File: src/rtl/uart_pkg.sv
// Shared UART TAP definitions: IR addresses, DTMCS reset bits, write-path FSM states
// and the address-to-target decode used by tap_write_interconnect.
package uart_pkg;

    localparam int unsigned IRLENGTH = 5;

    localparam logic [IRLENGTH-1:0] ADDR_NOP      = 5'h00;
    localparam logic [IRLENGTH-1:0] ADDR_IDCODE   = 5'h01;
    localparam logic [IRLENGTH-1:0] ADDR_STB0_CS  = 5'h04;
    localparam logic [IRLENGTH-1:0] ADDR_STB0_D   = 5'h05;
    localparam logic [IRLENGTH-1:0] ADDR_STB1_CS  = 5'h06;
    localparam logic [IRLENGTH-1:0] ADDR_STB1_D   = 5'h07;
    localparam logic [IRLENGTH-1:0] ADDR_DTMCS    = 5'h10;
    localparam logic [IRLENGTH-1:0] ADDR_DMI      = 5'h11;
    localparam logic [IRLENGTH-1:0] ADDR_IDLECODE = 5'h1f;

    localparam int unsigned DTMCS_DMIRESET_BIT     = 16;
    localparam int unsigned DTMCS_DMIHARDRESET_BIT = 17;

    // One-hot target vector bit positions
    localparam int unsigned NUM_TARGETS  = 5;
    localparam int unsigned TGT_DMI      = 0;
    localparam int unsigned TGT_STB0_CS  = 1;
    localparam int unsigned TGT_STB0_D   = 2;
    localparam int unsigned TGT_STB1_CS  = 3;
    localparam int unsigned TGT_STB1_D   = 4;

    typedef enum logic [1:0] {
        WR_IDLE,
        WR_SEND,
        WR_DROP
    } wr_state_e;

    // Returns the one-hot device target for an address; zero means "not a device".
    function automatic logic [NUM_TARGETS-1:0] decode_target(input logic [IRLENGTH-1:0] addr);
        case (addr)
            ADDR_DMI:     return 5'b00001;
            ADDR_STB0_CS: return 5'b00010;
            ADDR_STB0_D:  return 5'b00100;
            ADDR_STB1_CS: return 5'b01000;
            ADDR_STB1_D:  return 5'b10000;
            default:      return '0;
        endcase
    endfunction

endpackage

File: src/rtl/tap_write_interconnect_timeout.sv
// Stall counter for the SEND state; instantiated only when TAP_WRITE_TIMEOUT_EN is defined.
module tap_write_timeout #(
    parameter int unsigned TIMEOUT_CYCLES = 1024
) (
    input  logic clk,
    input  logic rst_n,
    input  logic clear,
    input  logic count_en,
    output logic expired
);

    localparam int unsigned CW = $clog2(TIMEOUT_CYCLES + 1);

    logic [CW-1:0] count;

    // Fires on the TIMEOUT_CYCLES-th stalled cycle so the valid is high exactly that long.
    assign expired = count_en && (count == CW'(TIMEOUT_CYCLES - 1));

    always_ff @(posedge clk) begin
        if (!rst_n || clear) begin
            count <= '0;
        end else if (expired) begin
            count <= '0;
        end else if (count_en) begin
            count <= count + 1'b1;
        end
    end

endmodule

File: src/rtl/tap_write_interconnect.sv
// Registered one-outstanding write demux from the TAP write arbiter to DMI/STB devices,
// with DTMCS writes decoded into reset pulses. Optional stall timeout: TAP_WRITE_TIMEOUT_EN.
module tap_write_interconnect
    import uart_pkg::*;
#(
    parameter int unsigned WRITE_WIDTH      = 41,
    parameter int unsigned DMI_WIDTH        = 41,
    parameter int unsigned STB_STATUS_WIDTH = 8,
    parameter int unsigned STB_DATA_WIDTH   = 32,
    parameter int unsigned TIMEOUT_CYCLES   = 1024
) (
    input  logic                        CLK_I,
    input  logic                        RST_NI,
    input  logic [IRLENGTH-1:0]         WRITE_ADDRESS_I,
    input  logic [WRITE_WIDTH-1:0]      WRITE_DATA_I,
    input  logic                        WRITE_VALID_I,
    output logic                        WRITE_READY_O,
    output logic                        WRITE_ERROR_O,
    output logic [DMI_WIDTH-1:0]        DMI_WRITE_DATA_O,
    output logic                        DMI_WRITE_VALID_O,
    input  logic                        DMI_WRITE_READY_I,
    output logic                        DMI_RESET_O,
    output logic                        DMI_HARD_RESET_O,
    output logic [STB_STATUS_WIDTH-1:0] STB0_CONTROL_O,
    output logic                        STB0_CONTROL_VALID_O,
    input  logic                        STB0_CONTROL_READY_I,
    output logic [STB_DATA_WIDTH-1:0]   STB0_DATA_O,
    output logic                        STB0_DATA_VALID_O,
    input  logic                        STB0_DATA_READY_I,
    output logic [STB_STATUS_WIDTH-1:0] STB1_CONTROL_O,
    output logic                        STB1_CONTROL_VALID_O,
    input  logic                        STB1_CONTROL_READY_I,
    output logic [STB_DATA_WIDTH-1:0]   STB1_DATA_O,
    output logic                        STB1_DATA_VALID_O,
    input  logic                        STB1_DATA_READY_I
);

    wr_state_e              state, state_next;
    logic                   ready_q, ready_next;
    logic                   error_q, error_next;
    logic                   dmi_reset_q, dmi_reset_next;
    logic                   dmi_hard_reset_q, dmi_hard_reset_next;
    logic [NUM_TARGETS-1:0] valid_q, valid_next;
    logic [NUM_TARGETS-1:0] load;
    logic [NUM_TARGETS-1:0] hit;
    logic [NUM_TARGETS-1:0] device_ready;
    logic                   accept;
    logic                   sel_ready;
    logic                   timeout_hit;

    logic [DMI_WIDTH-1:0]        dmi_data_q;
    logic [STB_STATUS_WIDTH-1:0] stb0_ctrl_q, stb1_ctrl_q;
    logic [STB_DATA_WIDTH-1:0]   stb0_data_q, stb1_data_q;

    assign hit    = decode_target(WRITE_ADDRESS_I);
    assign accept = WRITE_VALID_I && ready_q;

    assign device_ready = {STB1_DATA_READY_I, STB1_CONTROL_READY_I, STB0_DATA_READY_I,
                           STB0_CONTROL_READY_I, DMI_WRITE_READY_I};
    // valid_q is one-hot in SEND, so masking selects only the addressed device's ready.
    assign sel_ready = |(device_ready & valid_q);

`ifdef TAP_WRITE_TIMEOUT_EN
    logic count_en;
    assign count_en = (state == WR_SEND) && !sel_ready;

    tap_write_timeout #(
        .TIMEOUT_CYCLES(TIMEOUT_CYCLES)
    ) u_timeout (
        .clk     (CLK_I),
        .rst_n   (RST_NI),
        .clear   (accept),
        .count_en(count_en),
        .expired (timeout_hit)
    );
`else
    assign timeout_hit = 1'b0;
`endif

    always_comb begin
        state_next          = state;
        ready_next          = ready_q;
        valid_next          = valid_q;
        error_next          = 1'b0;
        dmi_reset_next      = 1'b0;
        dmi_hard_reset_next = 1'b0;
        load                = '0;
        case (state)
            WR_IDLE: begin
                ready_next = 1'b1;
                if (accept) begin
                    ready_next = 1'b0;
                    load       = hit;
                    if (hit != '0) begin
                        state_next = WR_SEND;
                        valid_next = hit;
                    end else begin
                        state_next = WR_DROP;
                        if (WRITE_ADDRESS_I == ADDR_DTMCS) begin
                            dmi_reset_next      = WRITE_DATA_I[DTMCS_DMIRESET_BIT];
                            dmi_hard_reset_next = WRITE_DATA_I[DTMCS_DMIHARDRESET_BIT];
                        end
                    end
                end
            end
            WR_SEND: begin
                if (sel_ready || timeout_hit) begin
                    state_next = WR_IDLE;
                    valid_next = '0;
                    ready_next = 1'b1;
                    error_next = !sel_ready;
                end
            end
            WR_DROP: begin
                state_next = WR_IDLE;
                ready_next = 1'b1;
            end
            default: begin
                state_next = WR_IDLE;
                valid_next = '0;
                ready_next = 1'b0;
            end
        endcase
    end

    always_ff @(posedge CLK_I) begin
        if (!RST_NI) begin
            state            <= WR_IDLE;
            ready_q          <= 1'b0;
            error_q          <= 1'b0;
            dmi_reset_q      <= 1'b0;
            dmi_hard_reset_q <= 1'b0;
            valid_q          <= '0;
            dmi_data_q       <= '0;
            stb0_ctrl_q      <= '0;
            stb0_data_q      <= '0;
            stb1_ctrl_q      <= '0;
            stb1_data_q      <= '0;
        end else begin
            state            <= state_next;
            ready_q          <= ready_next;
            error_q          <= error_next;
            dmi_reset_q      <= dmi_reset_next;
            dmi_hard_reset_q <= dmi_hard_reset_next;
            valid_q          <= valid_next;
            if (load[TGT_DMI])     dmi_data_q  <= WRITE_DATA_I[DMI_WIDTH-1:0];
            if (load[TGT_STB0_CS]) stb0_ctrl_q <= WRITE_DATA_I[STB_STATUS_WIDTH-1:0];
            if (load[TGT_STB0_D])  stb0_data_q <= WRITE_DATA_I[STB_DATA_WIDTH-1:0];
            if (load[TGT_STB1_CS]) stb1_ctrl_q <= WRITE_DATA_I[STB_STATUS_WIDTH-1:0];
            if (load[TGT_STB1_D])  stb1_data_q <= WRITE_DATA_I[STB_DATA_WIDTH-1:0];
        end
    end

    assign WRITE_READY_O        = ready_q;
    assign WRITE_ERROR_O        = error_q;
    assign DMI_RESET_O          = dmi_reset_q;
    assign DMI_HARD_RESET_O     = dmi_hard_reset_q;
    assign DMI_WRITE_DATA_O     = dmi_data_q;
    assign DMI_WRITE_VALID_O    = valid_q[TGT_DMI];
    assign STB0_CONTROL_O       = stb0_ctrl_q;
    assign STB0_CONTROL_VALID_O = valid_q[TGT_STB0_CS];
    assign STB0_DATA_O          = stb0_data_q;
    assign STB0_DATA_VALID_O    = valid_q[TGT_STB0_D];
    assign STB1_CONTROL_O       = stb1_ctrl_q;
    assign STB1_CONTROL_VALID_O = valid_q[TGT_STB1_CS];
    assign STB1_DATA_O          = stb1_data_q;
    assign STB1_DATA_VALID_O    = valid_q[TGT_STB1_D];

endmodule
File: config.mk
export PLATFORM = sky130hd
export DESIGN_NAME = tap_write_interconnect
export DESIGN_NICKNAME = d
export VERILOG_FILES = /design/src/rtl/uart_pkg.sv /design/src/rtl/tap_write_interconnect_timeout.sv /design/src/rtl/tap_write_interconnect.sv
export SDC_FILE = /design/constraint.sdc
export NUM_CORES = 1
export LEC_CHECK = 0
export BUFFER_PORTS_ARGS = -buffer_cell sky130_fd_sc_hd__buf_2
export CORE_MARGIN = 2
export CORE_UTILIZATION = 53
export DETAILED_ROUTE_END_ITERATION = 10
export HOLD_SLACK_MARGIN = 0.15
export PLACE_DENSITY = 0.85
export SETUP_SLACK_MARGIN = 0.2
export SLEW_MARGIN = 20
export SYNTH_ARGS = -nofsm -noshare
export SYNTH_HDL_FRONTEND = slang
export SYNTH_SLANG_ARGS = --single-unit
File: constraint.sdc
create_clock -name CLK_I -period 4.4 [get_ports CLK_I]
set_clock_uncertainty 0.05 [all_clocks]
set_input_delay 1.1 -clock CLK_I [delete_from_list [all_inputs] [get_ports CLK_I]]
set_output_delay 1.1 -clock CLK_I [all_outputs]
set_load 0.02 [all_outputs]
Word-level counts from Yosys, hierarchy flattened
Index checks and enable logic that the tools add are counted.
{ "word_totals": {"mem_bits_ro": 0, "ff_bits": 132, "output_inout_bits": 130, "mem_bits_rw": 0, "n_memories": 0, "elab_cells": 51, "in_bits": 54, "latchBits": 0} }
{ "classes": {"div": 0, "n_reduce_logical": 9, "bitwise_logic": 6, "mux": 14, "addsub": 0, "shift": 0, "order_cmp": 0, "eq_ne": 11, "multipliers": 0} }
{ "op_table": {"columns": ["cell", "n"], "rows": [
  ["two-way mux 5 bit", 5],
  ["case mux 5 bit (5 select lines)", 1],
  ["equality test 5 x 3 -> 1 bit (second input constant)", 4],
  ["case mux 5 bit (3 select lines)", 1],
  ["equality test 5 bit (second input constant)", 2],
  ["OR reduction 5 bit", 2],
  ["two-way mux 2 bit", 3],
  ["inequality test 2 bit (second input constant)", 3],
  ["AND 5 bit", 1],
  ["NOT 1 bit", 5],
  ["nonzero test 5 bit", 1],
  ["case mux 2 bit (2 select lines)", 1],
  ["AND reduction 4 bit", 1],
  ["case mux 1 bit (3 select lines)", 1],
  ["AND reduction 3 bit", 1],
  ["equality test 2 x 1 -> 1 bit (second input constant)", 1],
  ["equality test 2 bit (second input constant)", 1],
  ["logical NOT 2 bit", 1],
  ["two-way mux 1 bit", 2],
  ["AND reduction 2 bit", 1],
  ["logical AND 1 bit", 1],
  ["logical NOT 1 bit", 1]
]} }

Longest topological paths before layout
{ "logic_depth": {"depth_word": 6, "depth_mapped": 8} }

Least setup slack after synthesis
Ideal clock, no wire load.
{ "synth_path": {"path_kind": "in2reg", "startpoint": "in WRITE_ADDRESS_I[4]", "endpoint": "reg stb1_data_q[10] (netlist: STB1_DATA_O[10])", "setup_ns": 0.116, "cell_stages": 6, "arrival_ns": 2.099, "path_slack_ns": 2.135, "cell_sequence": "nand2b_1 > or3_1 > buf_2 > buf_6 > nand2_1 > a21boi_1"} }
{ "synth_between": {"elab_chain_cells": 4} }
{ "synth_lines": {"columns": ["element", "line", "rtl"], "rows": [
  ["start: declaration", "tap_write_interconnect.sv:14", "input logic [IRLENGTH-1:0] WRITE_ADDRESS_I,"],
  ["equality test 5 x 3 -> 1 bit or equality test 5 bit (tied branches)", "uart_pkg.sv:36", "case (addr)"],
  ["case mux 5 bit (5 select lines) (*)", "uart_pkg.sv:36", null],
  ["two-way mux 5 bit (*)", "tap_write_interconnect.sv:91", "if (accept) begin"],
  ["two-way mux 5 bit (*)", "tap_write_interconnect.sv:88", "case (state)"],
  ["end signal: assignment", "tap_write_interconnect.sv:150", "if (load[TGT_STB1_D]) stb1_data_q <= WRITE_DATA_I[STB_DATA_WIDTH-1:0];"],
  ["end: declaration", "tap_write_interconnect.sv:53", "logic [STB_DATA_WIDTH-1:0] stb0_data_q, stb1_data_q;"]
]} }
Every way passes the cells marked *; elsewhere a longest branch is shown, timed or not.
A chain may end at the register's enable or synchronous reset.

Worst setup path in the final report
{ "layout_path": {"startpoint": "in WRITE_ADDRESS_I[1]", "endpoint": "reg dmi_data_q[3] (netlist: DMI_WRITE_DATA_O[3])"} }
{ "layout_between": {"elab_chain_cells": 4} }
{ "layout_lines": {"columns": ["element", "line", "rtl"], "rows": [
  ["equality test 5 x 3 -> 1 bit or equality test 5 bit (tied branches)", "uart_pkg.sv:36", null],
  ["case mux 5 bit (5 select lines) (*)", "uart_pkg.sv:36", null],
  ["two-way mux 5 bit (*)", "tap_write_interconnect.sv:91", null],
  ["two-way mux 5 bit (*)", "tap_write_interconnect.sv:88", null],
  ["end signal: assignment", "tap_write_interconnect.sv:146", "if (load[TGT_DMI]) dmi_data_q <= WRITE_DATA_I[DMI_WIDTH-1:0];"],
  ["end: declaration", "tap_write_interconnect.sv:51", "logic [DMI_WIDTH-1:0] dmi_data_q;"]
]} }
Marked as above.

==> results.tsv <==
stage	metric	value	unit
grt	grt_pass1_vias	4356	
sta	setup_tns	0	ps
place	io_buffers	183	
synthesis	synth_compound_area_share	16.9	%
synthesis	async_reset_ff_share	0	%
clock_tree	post-cts-setup-buffers	0	
critical_path	cp_max_fo	41	
critical_path	start_kind	primary input	
sta	fmax	408	MHz
clock_tree	cts_tree	built	
routing	wire_per_inst	15.2	um
synthesis	synth_area	5100	um^2
critical_path	cpPeakStageDelay	830	ps
synthesis	synth_seq_cells	132	
critical_path	r2r_slack	2030	ps
grt	grt_pass1_wl	20800	um
synthesis	synth-xor-area-share	0	%
synthesis	synth_top_area_share	51.8	%
critical_path	ff2ff_path_depth	6	
floorplanning	dieArea	10400	um^2
routing	first_iter_violations	203	
finish	drive_above_1_share	30.1	%
outcome	status	finished, final reports clean	
critical_path	required	4770	ps
synthesis	muxShareOfSynthArea	3.53	%
power	pwr_density_cell	426	nW/um^2
floorplanning	rows	35	
power	ir_worst_vdd	245	uV
min_path	hold_path_class	reg2reg	
critical_path	reg2reg_to	DMI_WRITE_DATA_O[3]$_SDFFE_PN0P_	
clock_tree	cts.htree.levels	4	
synthesis	synth_area_leader_cell	dfxtp_1	
finish	finalNetCount	808	
synthesis	synth_edf_count	0	
sta	worst_pin_slew	1060	ps
finish	diodes	0	
finish	multi_input_area	2290	um^2
critical_path	r2r-start	state[0]$_SDFFE_PN0P_	
synthesis	syn_nets	637	
synthesis	synth_simple_gate_area_share	23.0	%
grt	antenna_found_initial	0	
grt	grt_usage	25.8	%
grt	grt_start_max_net_pins	133	
floorplanning	die_y	102	um
synthesis	avgSynthCellArea	8.81	um^2
critical_path	slowest_stage	nor2_4	
synthesis	synth_warnings	0	
sta	relSlewSlack	29.5	%
sta	fin_crit_sh	55.7	%
finish	seqCellArea	2640	um^2
finish	area_delta_synth_final	30.4	%
sta	drv_slew	0	
place	gp_congestion	0.828	
critical_path	worstSetupEndpointType	register	
sta	period_minus_slack	2450	ps
min_path	min-delay-start	STB0_DATA_O[19]$_SDFFE_PN0P_	
min_path	holdPathEnd	STB0_DATA_O[19]$_SDFFE_PN0P_	
floorplanning	die_w	102	um
sta	setup_viol	0	
clock_tree	cts.sinks	132	
grt	grt-ovfl-total	0	
synthesis	synthCells	579	
synthesis	synth_area_leaders	dfxtp_1, nand2_1, a21boi_1	
routing	post-route-drc-count	0	
clock_tree	clkLatencyLatePin	500	ps
floorplanning	start_util	54.9	%
clock_tree	cts_resized	0	
finish	utilization	71.6	%
power	p_leak	0.00292	uW
min_path	min_delay_path_depth	2	
clock_tree	clkSlewWorstSetupHoldPaths	60	ps
synthesis	yosysSeqAreaShare	51.8	%
synthesis	synth.distinct_cells	33	
critical_path	cp_cell_sequence	buf_2, nand4bb_1, nor2_4, nand2_1, a21boi_0	
sta	rsz0062_at_grt	no	
synthesis	synth_fa_ha_area_share	0.981	%
routing	dr.pass1.iters	7	
routing	vias_per_cell	5.16	
critical_path	cp.arrival	2820	ps
clock_tree	cts_max_path_buffers	2	
floorplanning	fp.coreArea	9280	um^2
sta	finalHoldViolations	0	
clock_tree	cts_made_buffers	17	
routing	vias	4598	
routing	wirelength	13600	um
flow_run	cap_violations	0	
synthesis	synth_top_family_by_area	simple AND/OR/NAND/NOR gates	
synthesis	ys.flop_type	dfxtp_1	
floorplanning	ios	184	
place	pre_cts_slack	1360	ps
finish	fill_cells	721	
critical_path	crit_type	in2reg	
routing	ant_nets	0	
sta	final.setup.worst_slack	1950	ps
clock_tree	cts_hold_buf	0	
place	dpl.hpwl	9250	um
clock_tree	root_buffer	clkbuf_8	
## how the worst max path moves through the flow
stage                           from                                 to  slack [ps]  cells past startpoint
2_1_floorplan     WRITE_ADDRESS_I[4]       STB1_DATA_O[10]$_SDFFE_PN0P_        2130                      6
3_3_place_gp      WRITE_ADDRESS_I[4]       STB1_DATA_O[12]$_SDFFE_PN0P_        1470                      5
3_5_place_dp      WRITE_ADDRESS_I[4]        STB1_DATA_O[6]$_SDFFE_PN0P_        1360                      5
4_1_cts        state[0]$_SDFFE_PN0P_  DMI_WRITE_DATA_O[35]$_SDFFE_PN0P_        1830                      7
5_1_grt           WRITE_ADDRESS_I[1]   DMI_WRITE_DATA_O[3]$_SDFFE_PN0P_        1850                      5
6_report          WRITE_ADDRESS_I[1]   DMI_WRITE_DATA_O[3]$_SDFFE_PN0P_        1950                      5
## routing by layer
| metal | global-route usage [%] | wire, um |
|---|---|---|
| met1 | 29.7 | 5390 |
| met2 | 45.5 | 6910 |
| met3 | 6.50 | 936 |
| met4 | 10.9 | 328 |
| met5 | 0 | 0 |
## worst max-delay path: cells and delay by family
kind	cells	cell delay, ps
and+or+nand+nor	3	1350
AOI/OAI and AO/OA	1	220
buffers and inverters	1	130
## metrics by stage
stage / area [um^2] / power (uW) / hold slack, ps / std cells
final: 6650 / 2830 / 400 / 891
after global routing: 6650 / 2920 / 419 / 891
after CTS: 6650 / 2850 / 400 / 891
after detailed placement: 6060 / 1470 / 392 / 860
after global placement: 6060 / 1460 / 387 / 860
after floorplan: 5100 / 1390 / 418 / 579
## where the power goes
| group | leakage, uW | switching, uW | internal (uW) | total (uW) |
|---|---|---|---|---|
| combinational | 0.00157 | 130 | 86.3 | 216 |
| sequential | 0.00106 | 18.1 | 1210 | 1230 |
| clock | 0.000286 | 514 | 873 | 1390 |
## kinds of logic (layout without fill, tap and decap cells)
logic type	after synthesis	in the layout
AOI/OAI and AO/OA	116	116
adders and majority gates	4	4
buffers and inverters	40	223
DFF	132	132
muxes	18	18
other	1	1
and+or+nand+nor	268	268
## cells in the mapped netlist, types with 2 or more instances
cell type  number
nand2_1       224
ha_1            4
dfxtp_1       132
nor2_1          4
o22ai_1         4
nand2b_1        3
buf_6           3
a21boi_1       63
buf_2          14
a22oi_1         2
nor3_2          2
and4_1          3
or3_1           3
nor2b_1        18
mux2i_1        18
inv_1           4
clkbuf_1       19
a21boi_0       44
## layout by cell type (no fill, tap or decap), drive strengths merged, types with 2 or more instances in the layout
cell | synthesis | layout
a21boi | 107 | 107
a22oi | 2 | 2
and4 | 3 | 3
buf | 17 | 188
bufinv | 0 | 3
clkbuf | 19 | 18
clkinv | 0 | 8
clkinvlp | 0 | 2
dfxtp | 132 | 132
ha | 4 | 4
inv | 4 | 4
mux2i | 18 | 18
nand2 | 224 | 224
nand2b | 3 | 3
nand3 | 2 | 2
nor2 | 4 | 4
nor2b | 18 | 18
nor3 | 3 | 3
o22ai | 4 | 4
or3 | 3 | 3
or4 | 2 | 2
## cell type report
class / count / area share, %
well taps: 129 / 2.43
repair buffers: 188 / 14.3
clock inverters: 13 / 2.41
multi-input cells: 407 / 34.4
inverters: 4 / 0.226
flip-flops and latches: 132 / 39.7
clock buffers: 18 / 6.43
## registers in the layout, indices dropped and copies added, names as in the netlist
register,cells
WRITE_READY_O,1
DMI_HARD_RESET_O,1
STB0_CONTROL_O,8
state,2
DMI_WRITE_DATA_O,41
valid_q,5
STB1_CONTROL_O,8
DMI_RESET_O,1
WRITE_ERROR_O,1
STB0_DATA_O,32
STB1_DATA_O,32
Note: power is estimated with default switching activity, not from simulation.
